[src/rtl/dmem_stall_ctrl.sv]
// Data-memory access controller: turns single-cycle MemRead/MemWrite requests into
// a valid/ready transaction on a variable-latency memory, stalling the datapath meanwhile.
module dmem_stall_ctrl #(
  parameter int unsigned TIMEOUT = 64
) (
  input  logic        clk,
  input  logic        rst,
  input  logic        MemRead,
  input  logic        MemWrite,
  input  logic [15:0] Addr,
  input  logic [15:0] WriteData,
  output logic [15:0] ReadData,
  output logic        Stall,
  output logic        Done,
  output logic        Err,
  output logic        mem_en,
  output logic        mem_wr,
  output logic [15:0] mem_addr,
  output logic [15:0] mem_wdata,
  input  logic [15:0] mem_rdata,
  input  logic        mem_ready
);

  typedef enum logic [1:0] {
    S_IDLE,
    S_WAIT,
    S_DONE,
    S_ERR
  } state_e;

  localparam logic [7:0] CNT_LAST = 8'(TIMEOUT - 1);

  state_e      state_q;
  logic [7:0]  cnt_q;
  logic [15:0] rdata_q;
  logic [15:0] addr_q;
  logic [15:0] wdata_q;
  logic        wr_q;
  logic        en_q;
  logic        done_q;
  logic        err_q;
  logic        stall_q;

  logic req;
  logic illegal;

  assign req     = MemRead | MemWrite;
  assign illegal = (MemRead & MemWrite) | Addr[0];

  // Only IDLE looks at the request inputs; every other state stalls from a flop.
  // Holding reset also masks the request so Stall shows its reset value.
  assign Stall = (state_q == S_IDLE) ? (req & ~rst) : stall_q;

  always_ff @(posedge clk or posedge rst) begin
    if (rst) begin
      state_q <= S_IDLE;
      cnt_q   <= '0;
      rdata_q <= '0;
      addr_q  <= '0;
      wdata_q <= '0;
      wr_q    <= 1'b0;
      en_q    <= 1'b0;
      done_q  <= 1'b0;
      err_q   <= 1'b0;
      stall_q <= 1'b0;
    end else begin
      // NOTE: non-blocking everywhere here; pulse defaults below are overridden later in the same block.
      done_q <= 1'b0;
      err_q  <= 1'b0;
      unique case (state_q)
        S_IDLE: begin
          if (req) begin
            stall_q <= 1'b1;
            if (illegal) begin
              err_q   <= 1'b1;
              state_q <= S_ERR;
            end else begin
              wr_q    <= MemWrite;
              addr_q  <= {Addr[15:1], 1'b0};
              wdata_q <= WriteData;
              cnt_q   <= '0;
              en_q    <= 1'b1;
              state_q <= S_WAIT;
            end
          end
        end
        S_WAIT: begin
          // A ready arriving on the last allowed cycle still completes the access.
          if (mem_ready) begin
            if (!wr_q) rdata_q <= mem_rdata;
            en_q    <= 1'b0;
            stall_q <= 1'b0;
            done_q  <= 1'b1;
            state_q <= S_DONE;
          end else if (cnt_q == CNT_LAST) begin
            en_q    <= 1'b0;
            err_q   <= 1'b1;
            state_q <= S_ERR;
          end else if (cnt_q != 8'hFF) begin
            cnt_q <= cnt_q + 8'd1;
          end
        end
        S_DONE: begin
          state_q <= S_IDLE;
        end
        S_ERR: begin
          stall_q <= 1'b0;
          state_q <= S_IDLE;
        end
        default: begin
          state_q <= S_IDLE;
        end
      endcase
    end
  end

  assign ReadData  = rdata_q;
  assign Done      = done_q;
  assign Err       = err_q;
  assign mem_en    = en_q;
  assign mem_wr    = wr_q;
  assign mem_addr  = addr_q;
  assign mem_wdata = wdata_q;

endmodule

[config.mk]
export PLATFORM = sky130hd
export DESIGN_NAME = dmem_stall_ctrl
export DESIGN_NICKNAME = d
export VERILOG_FILES = /design/src/rtl/dmem_stall_ctrl.sv
export SDC_FILE = /design/constraint.sdc
export NUM_CORES = 1
export LEC_CHECK = 0
export CORE_ASPECT_RATIO = 1.2
export CORE_UTILIZATION = 30
export DETAILED_ROUTE_END_ITERATION = 8
export GPL_TIMING_DRIVEN = 0
export PLACE_DENSITY = 0.62
export REMOVE_ABC_BUFFERS = 1
export SKIP_LAST_GASP = 1
export SLEW_MARGIN = 20
export SYNTH_ARGS = -nofsm -noshare
export SYNTH_HDL_FRONTEND = slang
export SYNTH_SLANG_ARGS = --single-unit
[constraint.sdc]
create_clock -name clk -period 2 [get_ports clk]
set_input_delay 0.4 -clock clk [delete_from_list [all_inputs] [get_ports clk]]
set_output_delay 0.4 -clock clk [all_outputs]
set_load 0.02 [all_outputs]
Yosys cells after proc, flatten, opt, wreduce, memory -nomap -nowiden --
Index checks and enable logic that the tools add are counted.
Word-level totals: bits in registers 62, input bits 53, output and inout port bits 53
Cells by class: add/sub/neg operators 1, reductions and logical operators 10, muxes and demuxes 27, equality and inequality tests 12, bitwise logic cells 7
Operators by type and width (count):
- $mux W8 | 5
- $pmux W8 S2 | 1
- $mux W1 | 13
- $ne A2 B2 Y1 const B | 6
- $reduce_and A3 Y1 | 3
- $add A8 B1 Y8 const B | 1
- $eq A8 B6 Y1 const B | 1
- $mux W2 | 4
- $ne A8 B8 Y1 const B | 1
- $pmux W2 S3 | 1
- $reduce_and A6 Y1 | 1
- $eq A2 B2 Y1 const B | 2
- $pmux W1 S2 | 2
- $reduce_and A4 Y1 | 1
- $ne A3 B3 Y1 const B | 1
- $not A1 Y1 | 3
- $pmux W1 S3 | 1
- $reduce_bool A3 Y1 | 1
- $and A1 B1 Y1 | 2
- $eq A2 B1 Y1 const B | 1
- $logic_not A2 Y1 | 1
- $or A1 B1 Y1 | 2
- $reduce_and A2 Y1 | 1
- $reduce_bool A2 Y1 | 1
- $reduce_or A2 Y1 | 1

Logic depth before layout (Yosys ltp) --
Gate-level depths: netlist of the first run.
depth in word-level cells 5, depth in mapped cells 7, gate-level depth less buffers 5

Worst setup path before layout of the first run --
Ideal clock, no wire load.
path type reg-to-output, start point reg state_q[1], end point out Stall, stages on the path, launching flop included 3, path buffers 1, data arrival time 1341 ps, path slack 259 ps, path through dfrtp_1 buf_4 o41ai_1
On the way: longest elaborated chain between the ends 2
Ends and longest elaborated chain:
- from (decl) | RTL line 33 | state_e state_q;
- from (signal assigned) | RTL line 56 | state_q <= S_IDLE;
- from (signal assigned) | RTL line 76 | state_q <= S_ERR;
- from (signal assigned) | RTL line 83 | state_q <= S_WAIT;
- $logic_not A2 Y1 | RTL line 52 | assign Stall = (state_q == S_IDLE) ? (req & ~rst) : stall_q;
- $mux W1 | RTL line 52
- to (decl) | RTL line 13 | output logic Stall,
No other way between the ends.

Final worst setup path of the first run --
Ends and elaborated chain as after synthesis.

==> impl_results.md, run 1 <==
* Layout net count at 356
* Row count at 37
* Post-synth EDFFs at 0
* Dominant synthesized flop cell: dfrtp_1
* Peak supply drop at between 0.6 and 0.7 mV
* Post-route insts no fill at 425
* Startpoint Class: flip-flop
* Grt ovf at 0
* Initial Util at between 30 and 40%
* Synth top area cells: dfrtp_1, mux2_1, mux2_4
* Cell total after placement at 407
* Worst setup EP type: output port
* Post-synth top area share at 57.57%
* Total CTS buffers at 9
* Residual DRC at 0
* Initial DRC Count at 98
* Final Critical Period at 1.849 ns
* FF-to-FF Start: state_q[1]
* GR Util met3 at under 10%
* Worst r2r path cells at 4
* Worst EP required at about 1.6 ns
* Port-buffer cells at 104
* Overall power at 6.086 mW
* Yosys top cell by area: dfrtp_1
* Sequential share of the synthesized area at a little under three fifths
* First-pass GRT wire length at 9335 microns
* Slew margin rel. at 63.08%
* Synth cell types at 40
* Die X-Extent at 88.53 microns
* Mapped Cells at 194
* Vias in the first global route at 1,979
* Worst-path clk slew at 0.07 ns
* Setup CP Type: reg2out
* DP Wirelength at ~4000 microns
* Initial antenna violation count at 1
* Utilization after layout at 46.58%
* Die H at 105.8 microns
* Mean number of vias per cell at 4.520
* Sink Count at 62
* Endpoints failing setup at 0
* Routed WL at 5711 microns
* Worst-Margin Slew at between 0.5 and 0.6 ns
* Synth-to-layout area growth at 49.63%
* CTS tree: built
* Largest net degree at the start of global routing at 49
* Synth Register Bits at 62
* Drt pass-1 iters at 6
* Busiest grt layer: met2
* Max_cap viols at 0
* Hold Crit Class: in2async
* WL/cell at 13.44 microns
* Worst EP arrival at around 1.5 ns
* Root Driver: clkbuf_8
* Hold Fails Final Rpt at 0
* GP Congestion at ~0.82
* YS warnings at 0
* Worst flop-to-flop path endpoint: mem_addr[12]
* Max Clock Freq at approximately 540 MHz
* Die area at 9369 sq um
* Maximum fanout along the worst path at 11
* Status: finished, final reports clean
* Mean Syn Cell Area at 13.89 sq um
* Layout cells sized above 1 at 15.64%
* Tot GR Track Use at a little over an eighth
* DR vias at 1,921
* Post-Syn Area at 2695 sq um
* Leak pwr at 1.680 nW
* PwrDens at 1509 nW/um^2
* Worst skew pair latency at 0.32 ns
* Core Area at 8657 sq um
* Asr flop ratio synth at 100.0%
* Setup Skew at 0.007554 ns
* Max clock buf depth at 2
* # IOs at 106
* Flop2flop setup slack at around 0.19 ns
* Final critical-path share of the clock period at 92.43%
* Met2 usage at 21.54%
* ANT nets after route at 0
* Final Max Tran Viols at 0
* H-tree depth at 3
* Routing usage on met1 at 15.43%
* RSZ-0062 raised after global routing: no
flip-flops by register name, indices dropped and copies added, names as in the netlist:
name and flops:
stall_q 1, mem_wdata 16, cnt_q 8, state_q 2, mem_wr 1, Err 1
ReadData 16, mem_addr 15, Done 1, mem_en 1
layout make-up:
| cell class | count | area (sq um) |
|---|---|---|
| repair buffers | 107 | 1112 |
| inverters | 5 | 21.27 |
| multi-input cells | 117 | 1031 |
| clock buffers | 12 | 145.1 |
| diodes | 1 | 2.502 |
| flip-flops and latches | 62 | 1551 |
| well taps | 117 | 146.4 |
| fillers | 822 | 4624 |
| clock inverters | 4 | 22.52 |
critical path, stage by stage (launching register included):
cell and delay [ns]:
dfrtp_1 0.52, o41ai_1 0.37, buf_2 0.23
routing by layer:
metal | part of all wire, % | vias up
met2 | 49 | 74
met4 | 1.9 | 0
met5 | 0 | -
li1 | - | 904
met1 | 41 | 935
met3 | 7.3 | 8
cells by family after synthesis:
group	synth area share, %
DFF	57.57
muxes	21.03
AOI/OAI and AO/OA	9.007
and+or+nand+nor	6.687
buffers and inverters	4.457
xor gates and xnor gates	0.6501
adders and majority gates	0.4642
other	0.1391
cells in the mapped netlist, types with 2 or more instances:
| cell | count |
|---|---|
| dfrtp_1 | 62 |
| mux2_1 | 29 |
| mux2_4 | 10 |
| a21oi_1 | 9 |
| mux2_2 | 8 |
| o21ai_0 | 8 |
| nand2_1 | 7 |
| nor2_1 | 7 |
| buf_6 | 5 |
| inv_1 | 5 |
| a31oi_1 | 4 |
| nand3_1 | 4 |
| a41oi_1 | 2 |
| and3_1 | 2 |
| buf_2 | 2 |
| buf_4 | 2 |
| nor2b_4 | 2 |
| nor3_1 | 2 |
| o21a_1 | 2 |
| xnor2_1 | 2 |
power by group:
| group | internal (mW) | leakage (nW) | switching [mW] |
|---|---|---|---|
| clock network | 0.478 | 0.0861 | 0.471 |
| logic | 1.60 | 0.838 | 1.36 |
| registers | 1.82 | 0.756 | 0.353 |
repair_timing:
item,CTS,global route
hold buffers,0,0
buffers inserted,1,0
setup endpoints to repair,8,22
gates resized for setup,6,2
layout by cell type, fill, tap and decap left out, types with 2 or more instances in the layout:
cell type and n:
mux2_4 10, mux2_1 29, o21a_1 2, nor2b_4 2
inv_1 4, clkbuf_1 2, clkinv_2 3, clkbuf_8 10
nand2b_2 2, nand2_1 7, a41oi_1 2, buf_16 2
mux2_2 8, dfrtp_1 62, o21ai_0 8, and3_1 2
a21oi_1 9, nor2_1 7, clkdlybuf4s50_1 101, nand3_1 4
xnor2_1 2, a31oi_1 4
stage by stage:
stage / setup TNS (ns) / area, sq um / worst slack (ns) / hold WS (ns)
global placement: -107.32 / 3781 / -1.143 / 0.4742
floorplan: -1.258 / 2594 / -0.04315 / 0.4641
detailed placement: -13.63 / 3841 / -0.4500 / 0.4801
global route: 0 / 4033 / 0.008713 / 0.3871
finish: 0 / 4033 / 0.1515 / 0.3749
CTS: 0 / 4023 / 0.05701 / 0.3602
worst max-delay path by stage:
stage,start,end,cells past startpoint
floorplan,state_q[1],mem_addr[10],3
global route,state_q[1],Stall,2
finish,state_q[1],Stall,2
global placement,rst,ReadData[10],2
CTS,state_q[1],mem_addr[4],4
detailed placement,MemRead,Stall,4
No activity file was read; power rests on OpenSTA's default activity.
==> run 2: changes to the inputs <==
Settings changed: CORE_ASPECT_RATIO 1.2 to default.
==> impl_results.md, run 2 (synthesis results as in run 1) <==
* Worst EP required at 1.60 ns (about the same)
* Initial Util at 30.90% (was 31.13%)
* First-pass GRT wire length at 9653 microns (was 9335 microns)
* Max_cap viols at 0 (unchanged)
* NetSw at 2.246 mW (was 2.185 mW)
* Final Max Tran Viols at 0 (unchanged)
* Initial DRC Count at 68 (was 98)
* Worst skew pair latency at 0.35 ns (was 0.32 ns)
* Peak supply drop at 0.5317 mV (was 0.6363 mV)
* Tot GR Track Use at 13.11% (was 13.14%)
* Residual DRC at 0 (unchanged)
* Sw Share at 34.40% (was 35.90%)
* Sequential share of power at 33.4% (was 35.8%)
* Setup CP Type: in2out (was reg2out)
* Worst setup EP type: output port (unchanged)
* H-tree depth at 3 (unchanged)
* Die H at 96.78 microns (was 105.8 microns)
* Pint at 4.283 mW (was 3.902 mW)
* GP Congestion at 0.7654 (was 0.8215)
* Grt ovf at 0 (unchanged)
* Vias in the first global route at 1,898 (was 1,979)
* # IOs at 106 (unchanged)
* Largest net degree at the start of global routing at 48 (was 49)
* Routed WL at 5665 microns (was 5711 microns)
* Worst-path clk slew at 0.07 ns (about the same)
* Ant diodes at 0 (was 1)
* CTS tree: built (unchanged)
* PwrDens at 1585 nW/um^2 (was 1509 nW/um^2)
* Endpoints failing setup at 0 (unchanged)
* RSZ-0062 raised after global routing: no (unchanged)
* Maximum fanout along the worst path at 5 (was 11)
* Status: finished, final reports clean (unchanged)
* Core Area at 8721 sq um (was 8657 sq um)
* Final critical-path share of the clock period at 94.95% (was 92.43%)
* Synth-to-layout area growth at 52.83% (was 49.63%)
* Hold Crit Class: in2async (unchanged)
* # fillers at 805 (was 822)
* Min Hold Slack at 0.3662 ns (was 0.3749 ns)
* Drt pass-1 iters at 4 (was 6)
* WL/cell at 13.62 microns (was 13.44 microns)
* Port-buffer cells at 104 (unchanged)
* # hold bufs at CTS at 0 (unchanged)
* Leak pwr at 1.722 nW (was 1.680 nW)
* Layout cells sized above 1 at 16.56% (was 15.64%)
* Die X-Extent at 96.78 microns (was 88.53 microns)
* Layout net count at 357 (was 356)
* Row count at 34 (was 37)
* Hold Fails Final Rpt at 0 (unchanged)
* Worst-Margin Slew at 0.4996 ns (was 0.5487 ns)
* Total CTS buffers at 9 (unchanged)
* Final Critical Period at 1.899 ns (was 1.849 ns)
* Root Driver: clkbuf_8 (unchanged)
* Max clock buf depth at 2 (unchanged)
* Max Clock Freq at 526.6 MHz (was 541.0 MHz)
* Most common cell after layout, fill and taps aside: clkdlybuf4s50_1 (unchanged)
* Slew margin rel. at 66.39% (was 63.08%)
* DR vias at 1,902 (was 1,921)
* Mean number of vias per cell at 4.572 (was 4.520)
* Logic pwr share at 45.8% (was 48.6%)
* Die area at 9366 sq um (was 9369 sq um)
* Initial antenna violation count at 0 (was 1)
* Power share of the clock group at 20.8% (was 15.6%)
* Setup TNS at 0 ns (unchanged)
* Sink Count at 62 (unchanged)
* DP Wirelength at 4001 microns (was 4065 microns)
* Setup Skew at 0.01520 ns (was 0.007554 ns)
* Startpoint Class: input pin (was flip-flop)
* Commonest cells after routing, fill and taps aside: clkdlybuf4s50_1, dfrtp_1, mux2_1, mux2_4 (was clkdlybuf4s50_1, dfrtp_1, mux2_1, mux2_4, clkbuf_8)
* ANT nets after route at 0 (unchanged)
* Worst EP arrival at 1.50 ns (was 1.45 ns)
* Flop2flop setup slack at 0.22 ns (was 0.19 ns)
[run 2: cell types whose count changed in the layout (fill, tap and decap cells not counted), sizes merged]
| cell | delta |
|---|---|
| clkbuf | -3 |
| diode | -1 |
| dlymetal6s2s | -1 |
| bufinv | +3 |
| inv | +1 |
| clkinvlp | -1 |
| clkdlybuf4s50 | +1 |
| buf | +1 |
[run 2: metrics by stage]
step	instance area (sq um)	total power, mW	worst slack [ns]	std cells	util [%]
6_report	4119	6.529	0.1010	416	47.23
5_1_grt	4119	6.911	0.008959	416	47.23
4_1_cts	4115	6.621	-0.02263	416	47.19
3_5_place_dp	3830	5.181	-0.3893	398	43.92
3_3_place_gp	3770	5.102	-1.202	396	43.23
2_1_floorplan	2594	3.745	-0.04315	184	-
[run 2: power by group through the flow]
stage / Sequential, mW / Combinational (mW) / Clock, mW
floorplan: 2.81 / 0.935 / 0
global placement: 2.18 / 2.93 / 0
detailed placement: 2.20 / 2.98 / 0
CTS: 2.18 / 3.04 / 1.40
global route: 2.27 / 3.18 / 1.46
finish: 2.18 / 2.99 / 1.36
[run 2: worst paths after layout]
| kind | to | startpoint | cells past startpoint |
|---|---|---|---|
| worst max-delay path | Stall | MemWrite | 4 |
| worst min-delay path | stall_q | rst | 2 |
| worst max register to register | ReadData[10] | state_q[0] | 5 |
| worst min register to register | mem_wdata[1] | mem_wdata[1] | 1 |
| max in group asynchronous | mem_wdata[14] | rst | 3 |
| min in group clk | mem_wdata[1] | mem_wdata[1] | 1 |
[run 2: cell type report]
class                      instances  area [sq um]  area share [%]
sequential                        62          1551           37.67
timing repair buffer             108          1130           27.43
multi-input combinational        117          1036           25.15
tap                              108         135.1           3.281
clock buffer                       9         123.9           3.007
clock inverter                     7         121.4           2.947
inverter                           5         21.27          0.5164
[run 2: repair_timing]
item	in CTS	in global routing
buffers inserted	2	0
setup endpoints to repair	7	19
gates resized for setup	5	3
gates cloned	0	0
[run 2: per-layer routing]
metal,part of all wire (%),track usage [%],up-vias
met5,0,0,-
li1,-,-,905
met3,5.6,4.046,8
met1,48,18.35,915
met2,44,18.20,74
met4,1.6,6.544,0
[run 2: worst max-delay path: stages]
cell             delay [ns]
clkdlybuf4s50_1        0.56
nor2_1                 0.09
o41ai_1                0.23
buf_2                  0.22
==> RTL change 1: new RTL, flow settings as in run 1 <==
Set the parameter `TIMEOUT` to 32 (it was 64).
--- a/src/rtl/dmem_stall_ctrl.sv
+++ b/src/rtl/dmem_stall_ctrl.sv
@@ -1,7 +1,7 @@
 // Data-memory access controller: turns single-cycle MemRead/MemWrite requests into
 // a valid/ready transaction on a variable-latency memory, stalling the datapath meanwhile.
 module dmem_stall_ctrl #(
-  parameter int unsigned TIMEOUT = 64
+  parameter int unsigned TIMEOUT = 32
 ) (
   input  logic        clk,
   input  logic        rst,
Behaviour: no difference found for any inputs over 4 cycles, from zero or initial values and one cycle with rst high; that may be too few to reach the edited logic, so the function may still have changed.
==> RTL change 1 against run 1 <==
  * Sequential cell count did not move
  * Area after synthesis fell by 0.93%
  * Total power rose by 2.4%
  * Routed wire length fell by 0.28%
  * Maximum frequency rose by 0.16%
  * Via count fell by 0.88%
  * Global-route usage fell by 0.34 points
  * Setup slack improved by 3.0 ps
  * Cell area fell by 0.28%
  * Largest power group unchanged
==> RTL change 1: results (changes against run 1) <==
metric	value	unit	change
synthXorXnorAreaFrac	0.003280		was 0.006500
dpl-instance-area	0.003802	mm2	was 0.003841 mm2
track_usage	0.1280		was 0.1314
dp.cells	408		was 407
ys_seq_area_frac	0.5811		was 0.5757
antenna_found_initial	0		was 1
hpwl	4.081	mm	was 4.065 mm
synth_area_leaders	dfrtp_1, mux2_2, mux2_4		was dfrtp_1, mux2_1, mux2_4
crit_fanout	10		was 11
synthAdderAreaFrac	0.004686		was 0.004643
vias	1904		was 1921
whs	381.1	ps	was 374.9 ps
dr.pass1.iters	4		was 6
pwr-share-clk	0.173		was 0.156
drive_gt1_frac	0.2500		was 0.1564
nets	357		was 356
fin_skew	9.910	ps	was 7.554 ps
dp_slack	-548.5	ps	was -450.0 ps
num_antenna_cells	0		was 1
p_leak	1.697	nW	was 1.680 nW
muxShareOfSynthArea	0.2198		was 0.2103
cts.repair.resized	3		was 6
peakVddDrop	0.6444	mV	was 0.6363 mV
gpl.final_weighted_congestion	0.7343		was 0.8215
rr_worst_depth	5		was 4
grt_pass1_wl	8.825	mm	was 9.335 mm
reg2reg_to	ReadData[10]		was mem_addr[12]
reg2reg_setup_slack	280	ps	was 190 ps
status	completed		unchanged
first_iter_violations	62		was 98
ys_top_cells_by_count	dfrtp_1, mux2_2, nand2_1		was dfrtp_1, mux2_1, mux2_4
grt_max_degree	43		was 49
worstSkewPairLatency	340	ps	was 320 ps
power_density	1549	mW/mm2	was 1509 mW/mm2
[RTL change 1: per-layer routing]
metal,up-vias,routed length [um],part of all wire,global-route usage
met5,-,0,0,0
met4,0,78,0.014,0.05876
met3,6,314,0.055,0.04542
met2,49,2982,0.52,0.2148
met1,942,2320,0.41,0.1429
li1,907,-,-,-
[RTL change 1: how the worst max path moves through the flow]
stage,start,end,slack (ps),cells past startpoint
floorplan,rst,Done,60,1
global placement,rst,mem_addr[7],-1160,2
detailed placement,MemRead,cnt_q[1],-550,5
CTS,MemWrite,Stall,-90,4
global route,state_q[1],Stall,10,4
finish,state_q[1],Stall,150,4
[RTL change 1: layout make-up]
cell class | instances | area (um2)
inverter | 4 | 17.52
timing repair buffer | 106 | 1077
fill | 821 | 4589
clock inverter | 7 | 72.57
multi-input combinational | 120 | 1031
clock buffer | 9 | 123.9
sequential | 62 | 1553
tap | 117 | 146.4
==> RTL change 2: new RTL, settings of run 1 <==
Made on the original files. Register the output `Err` once more, without a reset; this adds one clock of latency there. The other outputs are not delayed to match.
--- a/src/rtl/dmem_stall_ctrl.sv
+++ b/src/rtl/dmem_stall_ctrl.sv
@@ -116,7 +116,9 @@
 
   assign ReadData  = rdata_q;
   assign Done      = done_q;
-  assign Err       = err_q;
+  always_ff @(posedge clk) begin
+    Err <= err_q;
+  end
   assign mem_en    = en_q;
   assign mem_wr    = wr_q;
   assign mem_addr  = addr_q;
Behaviour: not the same (a bounded check fails within 4 cycles, from zero or initial values and one cycle with rst high).
==> RTL change 2 against run 1 <==
  * Sequential cell count up 1
  * Non-clock buffer count rose by 1
  * Routed wire length increased by 0.12%
  * Via count rose by 0.16%
  * Maximum frequency grew 0.53%
  * Cell area rose by 0.87%
  * Total power up 2.9%
  * Setup slack better by 9.8 ps
  * Area after synthesis up 0.74%
  * Largest cell class unchanged
  * Worst hold slack lost 33 ps
==> RTL change 2: results (changes against run 1) <==
metric	value	unit	change
hpwl	4.103	mm	was 4.065 mm
synthXorXnorAreaFrac	0.006452		was 0.006500
drt-met1-wl	2.339	mm	was 2.369 mm
hold_start	err_q		
dpl-instance-area	0.003846	mm2	was 0.003841 mm2
whs	341.5	ps	was 374.9 ps
dr.pass1.iters	4		was 6
wl_met2	2.748	mm	was 2.818 mm
fill_cells	804		was 822
drive_gt1_frac	0.1558		was 0.1564
regArea	0.001572	mm2	was 0.001551 mm2
dp_slack	-430.2	ps	was -450.0 ps
port_buffers	104		unchanged
rr_worst_depth	4		unchanged
grtUsageMet1	0.1544		was 0.1543
async_flop_share	0.9841		was 1.000
seq_share	0.3863		was 0.3847
met3_usage	0.03804		was 0.04307
wl_per_cell	13.45	um	was 13.44 um
buffer_area_frac	0.2716		was 0.2758
reg2reg_to	mem_addr[1]		was mem_addr[12]
cts.repair.resized	6		unchanged
fin_skew	5.358	ps	was 7.554 ps
nets	358		was 356
grt_pass1_wl	9.232	mm	was 9.335 mm
peakVddDrop	0.5829	mV	was 0.6363 mV
cts_setup_buffers	2		was 1
antenna_found_initial	0		was 1
via_per_inst	4.527		was 4.520
synth_compound_area_frac	0.08940		was 0.09006
grt_pass1_vias	2009		was 1979
gpl.final_weighted_congestion	0.7866		was 0.8215
nNonClkBuffers	108		was 107
ys_seq_area_frac	0.5788		was 0.5757
num_antenna_cells	0		was 1
p_leak	1.698	nW	was 1.680 nW
synth_area_leaders	dfrtp_1, mux2_1, mux2_4		unchanged
status	completed		unchanged
synth_cell_types	41		was 40
met3_wirelength	499	um	was 416 um
track_usage	0.1298		was 0.1314
grt_max_degree	40		was 49
crit_family	flip-flops		unchanged
syn_to_final_growth	49.82	%	was 49.63%
synthAdderAreaFrac	0.004608		was 0.004643
dp.cells	408		was 407
synth_area_per_cell	13.92	um2	was 13.89 um2
multiInputGateArea	0.001026	mm2	was 0.001031 mm2
cts_sinks	63		was 62
hold_class	flip-flop to flip-flop		was input port to async pin
clock_area_frac	0.04860		was 0.04158
met2_usage	0.2038		was 0.2154
first_iter_violations	60		was 98
muxShareOfSynthArea	0.2088		was 0.2103
period_share	0.9194		was 0.9243
==> RTL change 2: changes by cell type in the layout (fill, tap and decap cells not counted), sizes merged <==
| cell | run 1 | this run |
|---|---|---|
| clkinv | 3 | 1 |
| buf | 4 | 5 |
| bufinv | 0 | 1 |
| dfxtp | 0 | 1 |
| diode | 1 | 0 |
==> RTL change 2: worst register-to-register path, stage by stage, from the launching register on <==
cell      delay, ps
dfrtp_1         510
nor3_1          400
nand2b_2        230
buf_12          230
mux2_1          330
==> RTL change 2: report_power, final <==
part           total, mW  internal (mW)  switching, mW
logic               2.96           1.60           1.36
clock network       1.10          0.635          0.467
registers           2.21           1.85          0.353
total               6.26           4.08           2.18
==> RTL change 2: logic make-up after synthesis <==
| kind of cell | Yosys count |
|---|---|
| DFF | 63 |
| muxes | 47 |
| AOI/OAI and AO/OA | 34 |
| and+or+nand+nor | 32 |
| buffers and inverters | 15 |
| xor gates and xnor gates | 2 |
| adders and majority gates | 1 |
| other | 1 |
